`config.mk`:
```
export PLATFORM = sky130hd
export DESIGN_NAME = pipe_hazard_ctrl_flat
export DESIGN_NICKNAME = d
export VERILOG_FILES = /design/src/rtl/pipe_pkg.sv /design/src/rtl/pipe_hazard_ctrl_if.sv /design/src/rtl/hazard_cmp.sv /design/src/rtl/pipe_hazard_ctrl.sv /design/src/flat_wrapper.sv
export SDC_FILE = /design/constraint.sdc
export NUM_CORES = 1
export LEC_CHECK = 0
export ABC_AREA = 1
export BUFFER_PORTS_ARGS = -buffer_cell sky130_fd_sc_hd__buf_2
export CORE_MARGIN = 1
export CORE_UTILIZATION = 48
export DETAILED_ROUTE_END_ITERATION = 6
export PLACE_DENSITY_LB_ADDON = 0.1
export SYNTH_ARGS = -nofsm -noshare
export SYNTH_HDL_FRONTEND = slang
export SYNTH_SLANG_ARGS = --single-unit
```
`constraint.sdc`:
```
create_clock -name Clk -period 1.5 [get_ports Clk]
set_input_delay 0 -clock Clk [delete_from_list [all_inputs] [get_ports Clk]]
set_output_delay 0 -clock Clk [all_outputs]
set_load 0.03 [all_outputs]
```
`src/rtl/pipe_pkg.sv`:
```
// rtl/pipe_pkg.sv - shared types and constants for the pipeline hazard controller
// Forward-select encodings, scoreboard entry layout and the forward priority helper.
package pipe_pkg;

    localparam int MAX_AW = 8;

    localparam logic [1:0] FWD_RF    = 2'b00;
    localparam logic [1:0] FWD_EXMEM = 2'b01;
    localparam logic [1:0] FWD_MEMWB = 2'b10;

    typedef struct packed {
        logic              valid;
        logic              wr_en;
        logic              is_load;
        logic [MAX_AW-1:0] rd;
    } sb_entry_t;

    localparam sb_entry_t SB_BUBBLE = '0;

    // The producer one stage ahead holds the youngest value, so EX/MEM wins.
    function automatic logic [1:0] fwd_sel(input logic match_ex, input logic match_mem);
        if (match_ex)
            return FWD_EXMEM;
        else if (match_mem)
            return FWD_MEMWB;
        else
            return FWD_RF;
    endfunction

endpackage

```
`src/rtl/pipe_hazard_ctrl_if.sv`:
```
// rtl/pipe_hazard_ctrl_if.sv - ID-stage request and hazard-control response bundle
// master drives the decoded instruction and branch outcome; slave is the controller.
interface pipe_hazard_ctrl_if #(
    parameter int REG_AW = 5,
    parameter int CNT_W  = 16
);
    logic              id_valid;
    logic [REG_AW-1:0] id_rs;
    logic [REG_AW-1:0] id_rt;
    logic              id_rs_used;
    logic              id_rt_used;
    logic              id_wr_en;
    logic              id_is_load;
    logic [REG_AW-1:0] id_wr_reg;
    logic              br_taken;
    logic              stall_if;
    logic              bubble_ex;
    logic              flush_ifid;
    logic [2:0]        flush_mask;
    logic [1:0]        fwd_a;
    logic [1:0]        fwd_b;
    logic [2:0]        stage_valid;
    logic [CNT_W-1:0]  stall_cnt;

    modport master (
        output id_valid, id_rs, id_rt, id_rs_used, id_rt_used,
               id_wr_en, id_is_load, id_wr_reg, br_taken,
        input  stall_if, bubble_ex, flush_ifid, flush_mask,
               fwd_a, fwd_b, stage_valid, stall_cnt
    );

    modport slave (
        input  id_valid, id_rs, id_rt, id_rs_used, id_rt_used,
               id_wr_en, id_is_load, id_wr_reg, br_taken,
        output stall_if, bubble_ex, flush_ifid, flush_mask,
               fwd_a, fwd_b, stage_valid, stall_cnt
    );
endinterface

```
`src/rtl/hazard_cmp.sv`:
```
// rtl/hazard_cmp.sv - one ID source operand compared against one scoreboard entry
// Register 0 is hard-wired, so it never produces a match.
module hazard_cmp
    import pipe_pkg::*;
#(
    parameter int AW = 5
) (
    input  logic              used,
    input  logic [AW-1:0]     src,
    input  logic              e_valid,
    input  logic              e_wr_en,
    input  logic [MAX_AW-1:0] e_rd,
    output logic              match
);
    assign match = used && e_valid && e_wr_en && (src != '0) && (e_rd == MAX_AW'(src));
endmodule

```
`src/rtl/pipe_hazard_ctrl.sv`:
```
// rtl/pipe_hazard_ctrl.sv - load-use/RAW stall, branch flush and forwarding control
// HAZARD_FWD_EN enables EX operand forwarding; undefined, every RAW on EX/MEM stalls.
module pipe_hazard_ctrl
    import pipe_pkg::*;
#(
    parameter int REG_AW   = 5,
    parameter int BR_STAGE = 2,
    parameter int CNT_W    = 16
) (
    input  logic              Clk,
    input  logic              Rst,
    pipe_hazard_ctrl_if.slave bus
);
    generate
        if (BR_STAGE != 1 && BR_STAGE != 2) begin : g_bad_br_stage
            $error("pipe_hazard_ctrl: BR_STAGE must be 1 or 2");
        end
        if (REG_AW < 1 || REG_AW > MAX_AW) begin : g_bad_reg_aw
            $error("pipe_hazard_ctrl: REG_AW out of range");
        end
    endgenerate

    localparam logic [2:0] FLUSH_BITS = (BR_STAGE == 2) ? 3'b001 : 3'b000;
    localparam bit         KILL_EX    = (BR_STAGE == 2);

    // Index 0 = EX occupant, 1 = MEM, 2 = WB.
    sb_entry_t        sb [0:2];
    logic [CNT_W-1:0] cnt;
    logic             match_rs_ex, match_rt_ex, match_rs_mem, match_rt_mem;
    logic             hazard, stall, load_en, kill_ex;
    sb_entry_t        id_entry;

    hazard_cmp #(.AW(REG_AW)) u_rs_ex (
        .used(bus.id_rs_used), .src(bus.id_rs),
        .e_valid(sb[0].valid), .e_wr_en(sb[0].wr_en), .e_rd(sb[0].rd), .match(match_rs_ex));
    hazard_cmp #(.AW(REG_AW)) u_rt_ex (
        .used(bus.id_rt_used), .src(bus.id_rt),
        .e_valid(sb[0].valid), .e_wr_en(sb[0].wr_en), .e_rd(sb[0].rd), .match(match_rt_ex));
    hazard_cmp #(.AW(REG_AW)) u_rs_mem (
        .used(bus.id_rs_used), .src(bus.id_rs),
        .e_valid(sb[1].valid), .e_wr_en(sb[1].wr_en), .e_rd(sb[1].rd), .match(match_rs_mem));
    hazard_cmp #(.AW(REG_AW)) u_rt_mem (
        .used(bus.id_rt_used), .src(bus.id_rt),
        .e_valid(sb[1].valid), .e_wr_en(sb[1].wr_en), .e_rd(sb[1].rd), .match(match_rt_mem));

`ifdef HAZARD_FWD_EN
    assign hazard = bus.id_valid && sb[0].is_load && (match_rs_ex || match_rt_ex);
`else
    // WB is covered by the register file writing in the first half-cycle.
    assign hazard = bus.id_valid && (match_rs_ex || match_rt_ex || match_rs_mem || match_rt_mem);
`endif

    // A taken branch squashes the ID instruction, so its hazard is moot.
    assign stall    = hazard && !bus.br_taken;
    assign load_en  = bus.id_valid && !stall && !bus.br_taken;
    assign kill_ex  = bus.br_taken && KILL_EX;
    assign id_entry = '{valid: 1'b1, wr_en: bus.id_wr_en, is_load: bus.id_is_load,
                        rd: MAX_AW'(bus.id_wr_reg)};

    assign bus.stall_if    = stall;
    assign bus.bubble_ex   = stall;
    assign bus.flush_ifid  = bus.br_taken;
    assign bus.flush_mask  = bus.br_taken ? FLUSH_BITS : 3'b000;
    assign bus.stage_valid = {sb[2].valid, sb[1].valid, sb[0].valid};
    assign bus.stall_cnt   = cnt;

    always_ff @(posedge Clk or negedge Rst) begin
        if (!Rst) begin
            sb[0] <= SB_BUBBLE;
            sb[1] <= SB_BUBBLE;
            sb[2] <= SB_BUBBLE;
            cnt   <= '0;
        end else begin
            sb[0]       <= load_en ? id_entry : SB_BUBBLE;
            sb[1]       <= sb[0];
            sb[1].valid <= sb[0].valid && !kill_ex;
            sb[2]       <= sb[1];
            if (stall && cnt != '1)
                cnt <= cnt + CNT_W'(1);
        end
    end

`ifdef HAZARD_FWD_EN
    logic [1:0] fwd_a_q, fwd_b_q;

    always_ff @(posedge Clk or negedge Rst) begin
        if (!Rst) begin
            fwd_a_q <= FWD_RF;
            fwd_b_q <= FWD_RF;
        end else begin
            fwd_a_q <= load_en ? fwd_sel(match_rs_ex, match_rs_mem) : FWD_RF;
            fwd_b_q <= load_en ? fwd_sel(match_rt_ex, match_rt_mem) : FWD_RF;
        end
    end

    assign bus.fwd_a = fwd_a_q;
    assign bus.fwd_b = fwd_b_q;
`else
    assign bus.fwd_a = FWD_RF;
    assign bus.fwd_b = FWD_RF;
`endif

endmodule

```
`src/flat_wrapper.sv`:
```
// flat-port wrapper written by rule: the top's interface ports become plain ports
module pipe_hazard_ctrl_flat import pipe_pkg::*;
#(
    parameter int REG_AW   = 5,
    parameter int BR_STAGE = 2,
    parameter int CNT_W    = 16
)
  (Clk, Rst, bus_id_valid, bus_id_rs, bus_id_rt, bus_id_rs_used, bus_id_rt_used, bus_id_wr_en, bus_id_is_load, bus_id_wr_reg, bus_br_taken, bus_stall_if, bus_bubble_ex, bus_flush_ifid, bus_flush_mask, bus_fwd_a, bus_fwd_b, bus_stage_valid, bus_stall_cnt);
  pipe_hazard_ctrl_if #(.REG_AW(REG_AW), .CNT_W(CNT_W)) bus_i ();
  input  logic Clk;
  input  logic Rst;
  input wire logic [$bits(bus_i.id_valid)-1:0] bus_id_valid;
  input wire logic [$bits(bus_i.id_rs)-1:0] bus_id_rs;
  input wire logic [$bits(bus_i.id_rt)-1:0] bus_id_rt;
  input wire logic [$bits(bus_i.id_rs_used)-1:0] bus_id_rs_used;
  input wire logic [$bits(bus_i.id_rt_used)-1:0] bus_id_rt_used;
  input wire logic [$bits(bus_i.id_wr_en)-1:0] bus_id_wr_en;
  input wire logic [$bits(bus_i.id_is_load)-1:0] bus_id_is_load;
  input wire logic [$bits(bus_i.id_wr_reg)-1:0] bus_id_wr_reg;
  input wire logic [$bits(bus_i.br_taken)-1:0] bus_br_taken;
  output wire logic [$bits(bus_i.stall_if)-1:0] bus_stall_if;
  output wire logic [$bits(bus_i.bubble_ex)-1:0] bus_bubble_ex;
  output wire logic [$bits(bus_i.flush_ifid)-1:0] bus_flush_ifid;
  output wire logic [$bits(bus_i.flush_mask)-1:0] bus_flush_mask;
  output wire logic [$bits(bus_i.fwd_a)-1:0] bus_fwd_a;
  output wire logic [$bits(bus_i.fwd_b)-1:0] bus_fwd_b;
  output wire logic [$bits(bus_i.stage_valid)-1:0] bus_stage_valid;
  output wire logic [$bits(bus_i.stall_cnt)-1:0] bus_stall_cnt;
  assign bus_i.id_valid = bus_id_valid;
  assign bus_i.id_rs = bus_id_rs;
  assign bus_i.id_rt = bus_id_rt;
  assign bus_i.id_rs_used = bus_id_rs_used;
  assign bus_i.id_rt_used = bus_id_rt_used;
  assign bus_i.id_wr_en = bus_id_wr_en;
  assign bus_i.id_is_load = bus_id_is_load;
  assign bus_i.id_wr_reg = bus_id_wr_reg;
  assign bus_i.br_taken = bus_br_taken;
  assign bus_stall_if = bus_i.stall_if;
  assign bus_bubble_ex = bus_i.bubble_ex;
  assign bus_flush_ifid = bus_i.flush_ifid;
  assign bus_flush_mask = bus_i.flush_mask;
  assign bus_fwd_a = bus_i.fwd_a;
  assign bus_fwd_b = bus_i.fwd_b;
  assign bus_stage_valid = bus_i.stage_valid;
  assign bus_stall_cnt = bus_i.stall_cnt;
  pipe_hazard_ctrl #(.REG_AW(REG_AW), .BR_STAGE(BR_STAGE), .CNT_W(CNT_W)) u_core (.Clk(Clk), .Rst(Rst), .bus(bus_i));
endmodule
```
==> run_results.csv, run 1 <==
group,metric,value,unit
setup_path,worstPathRequired,1.67,ns
placement,hpwl,3.400,mm
die,rows,23,
setup_path,cpMostUsedCell,"nand2_1",
die,core_area,4058,µm²
yosys,synth_cell_types,26,
routing,met3_length,266,µm
clocking,htree_levels,2,
placement,post-place-cells,395,
sta,fmax,0.6111,GHz
global_route,antenna_found_initial,0,
die,fp.dieH,67.68,µm
global_route,grt_max_degree,15,
yosys,yosys-top-cells-count,"nand2_1 (101), dfrtp_1 (31), inv_1 (31)",
power,p_per_area,678.1,nW/µm²
routing,dr.pass1.iters,4,
clocking,cts_buffer_depth,2,
setup_path,r2r_setup_slack,-0.14,ns
routing,vias_per_cell,4.686,
routing,top_layer_used,"met4",
setup_path,critPathBufInv,2,
outcome,status,"finished, violations left",
die,fp.dieW,67.68,µm
global_route,grt_pass1_wl,7.403,mm
sta,rsz0062_at_grt,"yes",
placement,post_dp_cell_area,2407,µm²
power,swShare,25.38,%
yosys,synth_top_cell_by_area,"dfrtp_1",
routing,ant_nets,0,
routing,drtIter0Drc,58,
yosys,yosys_register_bits,31,
setup_path,path_class,"flop to flop",
setup_path,start_kind,"flop",
sta,clock_skew,0.004399,ns
yosys,synth_top_area_share,37.46,%
setup_path,cpPeakStageDelay,0.41,ns
setup_path,rr_worst_depth,11,
sta,finalSetupViolCount,18,
clocking,clock_sinks,31,
setup_path,cp_slowest_cell,"dfrtp_1",
yosys,yosysWarnings,0,
power,p_switching,459.8,µW
yosys,syn_inst,295,
clocking,clkTransAtPathRegs,0.07,ns
sta,hold_viol,0,
sta,finalCritPeriodShare,109.1,%
setup_path,r2r-end,"u_core.bus.stall_cnt[14]",
clocking,cts_tree,"built",
power,p_leak,1.460,nW
min_path,min_path_type,"input port to asynchronous set/reset pin",
yosys,synth_most_common_cell,"nand2_1",
yosys,ys_top_cells_by_area,"dfrtp_1 (37%), nand2_1 (18%), inv_1 (5.6%)",
power,p_total,1.812,mW
placement,io_buffer_count,44,
yosys,synth-edff-count,0,
setup_path,reg2reg_from,"u_core.sb[26]",
power,power_frac_seq,47.9,%
power,p_int,1.352,mW
cells_and_area,area_growth_syn_to_layout,29.00,%
routing,wl_per_cell,11.32,µm
power,ir_drop,0.4035,mV
clocking,numCtsBuffers,5,
global_route,grt_overflow_total,0,
sta,fin_crit,1.636,ns
cells_and_area,layout.nets,387,
cells_and_area,fin_cells,414,
setup_path,endpoint_kind,"flop",
global_route,grt_usage,22.21,%
cells_and_area,finish.utilization,65.83,%
placement,gp_congestion,0.8173,
cells_and_area,drive_above_1_share,33.24,%
yosys,syn_area_per_cell,7.019,µm²
setup_path,path_depth,11,
sta,fin_ws,-0.1365,ns
yosys,ys_seq_area_share,37.46,%
setup_path,crit_path_cell_trace,"inv_2, nand2_1, a21oi_1, nand2_1, nor2_2, nor2_4, nand2_4, buf_12, nand3_2, nand2_1, nand2_1",
power,clkPwrFrac,39.8,%
die,dieArea,4581,µm²
run,drv_cap,0,
yosys,synthFlopType,"dfrtp_1",
global_route,grt_pass1_vias,1723,
setup_path,crit_fanout,6,
clocking,clockRootBuffer,"clkbuf_8",
outcome,violations,"setup timing",
routing,wl_met1,2.004,mm
routing,met2_length,2.380,mm
power,combPwrFrac,12.3,%
routing,routed_wl,4.686,mm
sta,slew_viol_final,0,
setup_path,crit_family,"simple AND/OR/NAND/NOR gates",
clocking,clock_latency,0.28,ns
die,ios,52,
cells_and_area,n_antenna_cell,0,
routing,vias,1940,
routing,drc_errors,0,
cells_and_area,finalInstanceArea,2671,µm²
setup_path,worstPathArrival,1.81,ns
die,initial_utilization,51.03,%
yosys,synth_area,2071,µm²
yosys,async_reset_ff_share,100.0,%
[flip-flops by register name, indices dropped and copies added, names as in the netlist]
register                count
u_core.sb                  12
u_core.bus.stall_cnt       16
u_core.bus.stage_valid      3
[cell families after synthesis]
family / synth area share, %
AND/OR/NAND/NOR: 42.18
buffers and inverters: 14.38
flip-flops: 37.46
XOR/XNOR: 4.230
AO/OA/AOI/OAI: 0.9668
adder cells (fa/ha/maj): 0.6041
other: 0.1811
[per-layer routing]
metal | GRT usage [%] | vias up
met3 | 4.899 | 4
li1 | - | 1031
met2 | 37.25 | 58
met5 | 0 | -
met1 | 27.22 | 847
met4 | 9.309 | 0
[power groups by stage]
stage	Clock [mW]	Sequential (mW)	Combinational [mW]
3_3_place_gp	0	0.882	0.202
2_1_floorplan	0	0.882	0.135
5_1_grt	0.781	0.868	0.253
6_report	0.722	0.867	0.223
3_5_place_dp	0	0.882	0.203
4_1_cts	0.747	0.867	0.221
[layout make-up]
class	instances	area [µm²]
Sequential cell	31	782.0
Fill cell	352	1386
Timing Repair Buffer	73	494.2
Multi-Input combinational cell	209	1071
Clock buffer	8	100.1
Tap cell	50	62.56
Inverter	43	161.4
[worst max path at each step]
stage | from | end | slack [ns]
after floorplan | u_core.bus.stall_cnt[0] | u_core.bus.stall_cnt[14] | -0.02
after CTS | u_core.sb[24] | bus_stall_if | -0.13
after global routing | u_core.sb[13] | bus_stall_if | -0.25
after global placement | u_core.sb[22] | u_core.bus.stall_cnt[14] | 0.005
final | u_core.sb[26] | u_core.bus.stall_cnt[14] | -0.14
after detailed placement | u_core.sb[24] | u_core.bus.stall_cnt[14] | -0.01
[repair_timing]
item	4_1_cts	5_1_grt
pin swaps	5	5
endpoints found under the setup margin	14	25
hold buffers	8	0
endpoints found under the hold margin	38	0
buffers inserted	2	0
gates cloned	0	1
resized for setup	10	6
[placed cells by master, fill, tap and decap left out, drive strengths merged]
cell,netlist,layout
a21oi,4,4
and3,1,1
buf,16,65
clkbuf,2,8
conb,1,6
dfrtp,31,31
dlygate4sd3,0,8
ha,1,1
inv,43,43
nand2,112,112
nand3,19,20
nand4,19,19
nor2,32,32
nor3,4,4
xnor2,3,3
xor2,7,7
[stage by stage]
stage	TNS (ns)	worst slack, ns	hold WS (ns)
finish	-1.284	-0.1365	0.1383
global route	-3.792	-0.2500	0.1679
CTS	-1.488	-0.1278	0.1413
detailed placement	-0.02218	-0.01364	-0.08501
global placement	0	0.004534	-0.08173
floorplan	-0.2641	-0.02304	-0.2956
(Power assumes the default switching activity.)
==> inputs of run 2 (changes only) <==
ABC_AREA = default   (was 1)
CORE_UTILIZATION = 45   (was 48)
==> run_results.csv, run 2 <==
group,metric,value,unit
outcome,status,"finished, violations left",
outcome,violations,"setup timing",
sta,finalSetupTns,-9.032,ns
global_route,grt_usage,22.41,%
yosys,synth_top_family_by_area,"simple AND/OR/NAND/NOR gates",
global_route,grt_pass1_wl,6.051,mm
run,drv_cap,0,
sta,maxSlewHeadroom,55.01,%
clocking,clock_latency,0.35,ns
power,p_total,1.650,mW
routing,routed_wl,3.797,mm
die,fp.dieH,61.85,µm
cells_and_area,layout_common_cells,"buf_2 (42), buf_4 (31), dfrtp_1 (29), xor2_1 (18), xnor2_1 (10)",
placement,gp_congestion,0.9410,
sta,fin_ws,-0.4597,ns
power,clkPwrFrac,34.2,%
cells_and_area,nFillCells,262,
cells_and_area,largest_reg_flops,16,
yosys,yosys-top-cells-count,"dfrtp_1 (31), xor2_1 (20), buf_4 (13), xnor2_1 (13), and3_1 (10)",
yosys,synth_mux_area_share,2.096,%
setup_path,path_class,"flop to output pin",
power,swShare,25.91,%
die,core_area,3390,µm²
global_route,grt_pass1_vias,1382,
cells_and_area,seqCellArea,778.2,µm²
setup_path,worstPathRequired,1.50,ns
power,p_int,1.223,mW
yosys,synth_xor_xnor_area_share,17.93,%
power,p_leak,1.258,nW
clocking,clock_sinks,31,
global_route,antenna_found_initial,0,
power,p_per_area,681.6,nW/µm²
routing,vias,1368,
power,power_frac_seq,52.5,%
placement,hpwl,2.638,mm
placement,post_dp_cell_area,2092,µm²
yosys,synth_compound_area_share,3.804,%
yosys,synth_top_cell_by_area,"dfrtp_1",
die,initial_utilization,47.55,%
clocking,clockRootBuffer,"clkbuf_4",
global_route,grt_max_degree,32,
setup_path,r2r_setup_slack,-0.45,ns
power,p_switching,427.5,µW
cells_and_area,n_antenna_cell,0,
global_route,grt_overflow_total,0,
yosys,async_reset_ff_share,100.0,%
yosys,syn_area_per_cell,11.04,µm²
routing,vias_per_cell,4.903,
setup_path,endpoint_kind,"output pin",
setup_path,start_kind,"flop",
yosys,syn_inst,146,
min_path,min_path_type,"input port to flop",
clocking,cts_buffer_depth,2,
clocking,clkTransAtPathRegs,0.09,ns
setup_path,r2r-end,"u_core.bus.stall_cnt[12]",
cells_and_area,finalInstanceArea,2421,µm²
sta,slew_viol_final,0,
yosys,synth_most_common_cell,"dfrtp_1",
sta,finalCritPeriodShare,130.6,%
yosys,synth_fa_ha_area_share,0.7764,%
die,rows,21,
setup_path,worstPathArrival,1.96,ns
setup_path,rr_worst_depth,7,
yosys,synthFlopType,"dfrtp_1",
routing,wl_per_cell,13.61,µm
placement,io_buffer_count,44,
setup_path,startpoint,"u_core.sb[15]",
cells_and_area,area_growth_syn_to_layout,50.23,%
sta,hold_viol,0,
yosys,yosysWarnings,0,
yosys,synth_area,1612,µm²
clocking,numCtsBuffers,5,
setup_path,reg2reg_from,"u_core.sb[15]",
routing,ant_nets,0,
yosys,ys_top_cells_by_area,"dfrtp_1 (48%), xor2_1 (11%), xnor2_1 (7.1%)",
yosys,synth_cell_types,26,
cells_and_area,drive_above_1_share,51.07,%
routing,dr.pass1.iters,4,
sta,finalSetupViolCount,25,
sta,clock_skew,0.01875,ns
clocking,htree_levels,2,
cells_and_area,finish.utilization,71.43,%
cells_and_area,multi_input_area,914.6,µm²
setup_path,crit_fanout,2,
yosys,synthSimpleGateAreaFrac,20.65,%
power,ir_drop,0.4467,mV
die,dieArea,3825,µm²
sta,fmax,0.5103,GHz
routing,drtIter0Drc,52,
sta,worst_pin_slew,0.6749,ns
sta,fin_crit,1.960,ns
setup_path,crit_end,"bus_bubble_ex",
sta,rsz0062_at_grt,"yes",
clocking,cts_tree,"built",
die,ios,52,
cells_and_area,layout.nets,256,
yosys,yosys_register_bits,31,
power,combPwrFrac,13.3,%
yosys,synth_top_area_share,48.14,%
yosys,synth-edff-count,0,
routing,drc_errors,0,
die,fp.dieW,61.85,µm
cells_and_area,layout_commonest_cell,"buf_2",
yosys,ys_seq_area_share,48.14,%
-- run 2: changes by cell type after synthesis, moves of 7 or more --
cell,before,now
and3_1,1,10
and2_1,0,8
nor2_1,27,4
inv_1,31,0
inv_2,12,0
nand4_1,18,6
nand2_2,10,0
nand2_1,101,6
xor2_1,7,20
nand3_1,16,9
xnor2_1,3,13
-- run 2: stage by stage --
step                      setup slack [ns]  hold slack [ns]  instances
final                              -0.4597           0.1715        279
after global placement             -0.4112          0.07646        258
after global routing               -0.5772           0.1864        279
after detailed placement           -0.4443          0.08173        258
after CTS                          -0.4626          0.03887        279
after floorplan                    -0.4811          -0.2956        151
-- run 2: how the worst min path moves through the flow --
stage | slack, ns | startpoint | to | depth (start not counted)
3_5_place_dp | 0.08 | Rst | u_core.sb[11] | 1
3_3_place_gp | 0.08 | Rst | u_core.sb[13] | 1
2_1_floorplan | -0.30 | Rst | u_core.bus.stage_valid[0] | 0
6_report | 0.17 | bus_id_valid | u_core.bus.stage_valid[0] | 4
5_1_grt | 0.19 | bus_id_valid | u_core.bus.stage_valid[0] | 4
4_1_cts | 0.04 | bus_id_valid | u_core.bus.stage_valid[0] | 3
-- run 2: metal layers --
metal / vias to the layer above / track usage [%] / share of wire (%)
met1: 659 / 25.50 / 43
li1: 655 / - / -
met5: - / 0 / 0
met2: 46 / 40.09 / 51
met4: 0 / 10.79 / 1.7
met3: 8 / 4.555 / 4.3
-- run 2: final cells by class --
class                           count  share of cell area [%]
Clock buffer                        8                   2.842
Tap cell                           46                   2.377
Timing Repair Buffer               88                   24.86
Multi-Input combinational cell    106                   37.78
Sequential cell                    31                   32.14
-- run 2: power by group through the flow --
stage               combinational (mW)  sequential (mW)  clock (mW)
global route                     0.243            0.868       0.608
floorplan                        0.112            0.883           0
finish                           0.220            0.866       0.564
detailed placement               0.184            0.883           0
global placement                 0.182            0.882           0
CTS                              0.212            0.866       0.575
-- run 2: cell families after synthesis --
group | after synthesis
flip-flops | 31
AO/OA/AOI/OAI | 6
other | 1
buffers and inverters | 14
XOR/XNOR | 33
multiplexers | 3
AND/OR/NAND/NOR | 57
adder cells (fa/ha/maj) | 1
-- run 2: what timing repair did --
item	CTS	global route
resized for setup	18	14
setup endpoints to repair	25	25
buffers inserted	5	2
pin swaps	7	15
hold buffers	8	0
hold endpoints to repair	38	0
-- run 2: critical path, stage by stage (launching register included) --
cell     delay [ns]
dfrtp_1        0.42
xor2_1         0.15
nor4_1         0.29
a22oi_1        0.17
o22ai_4        0.21
buf_6          0.12
and2_4         0.15
buf_6          0.13
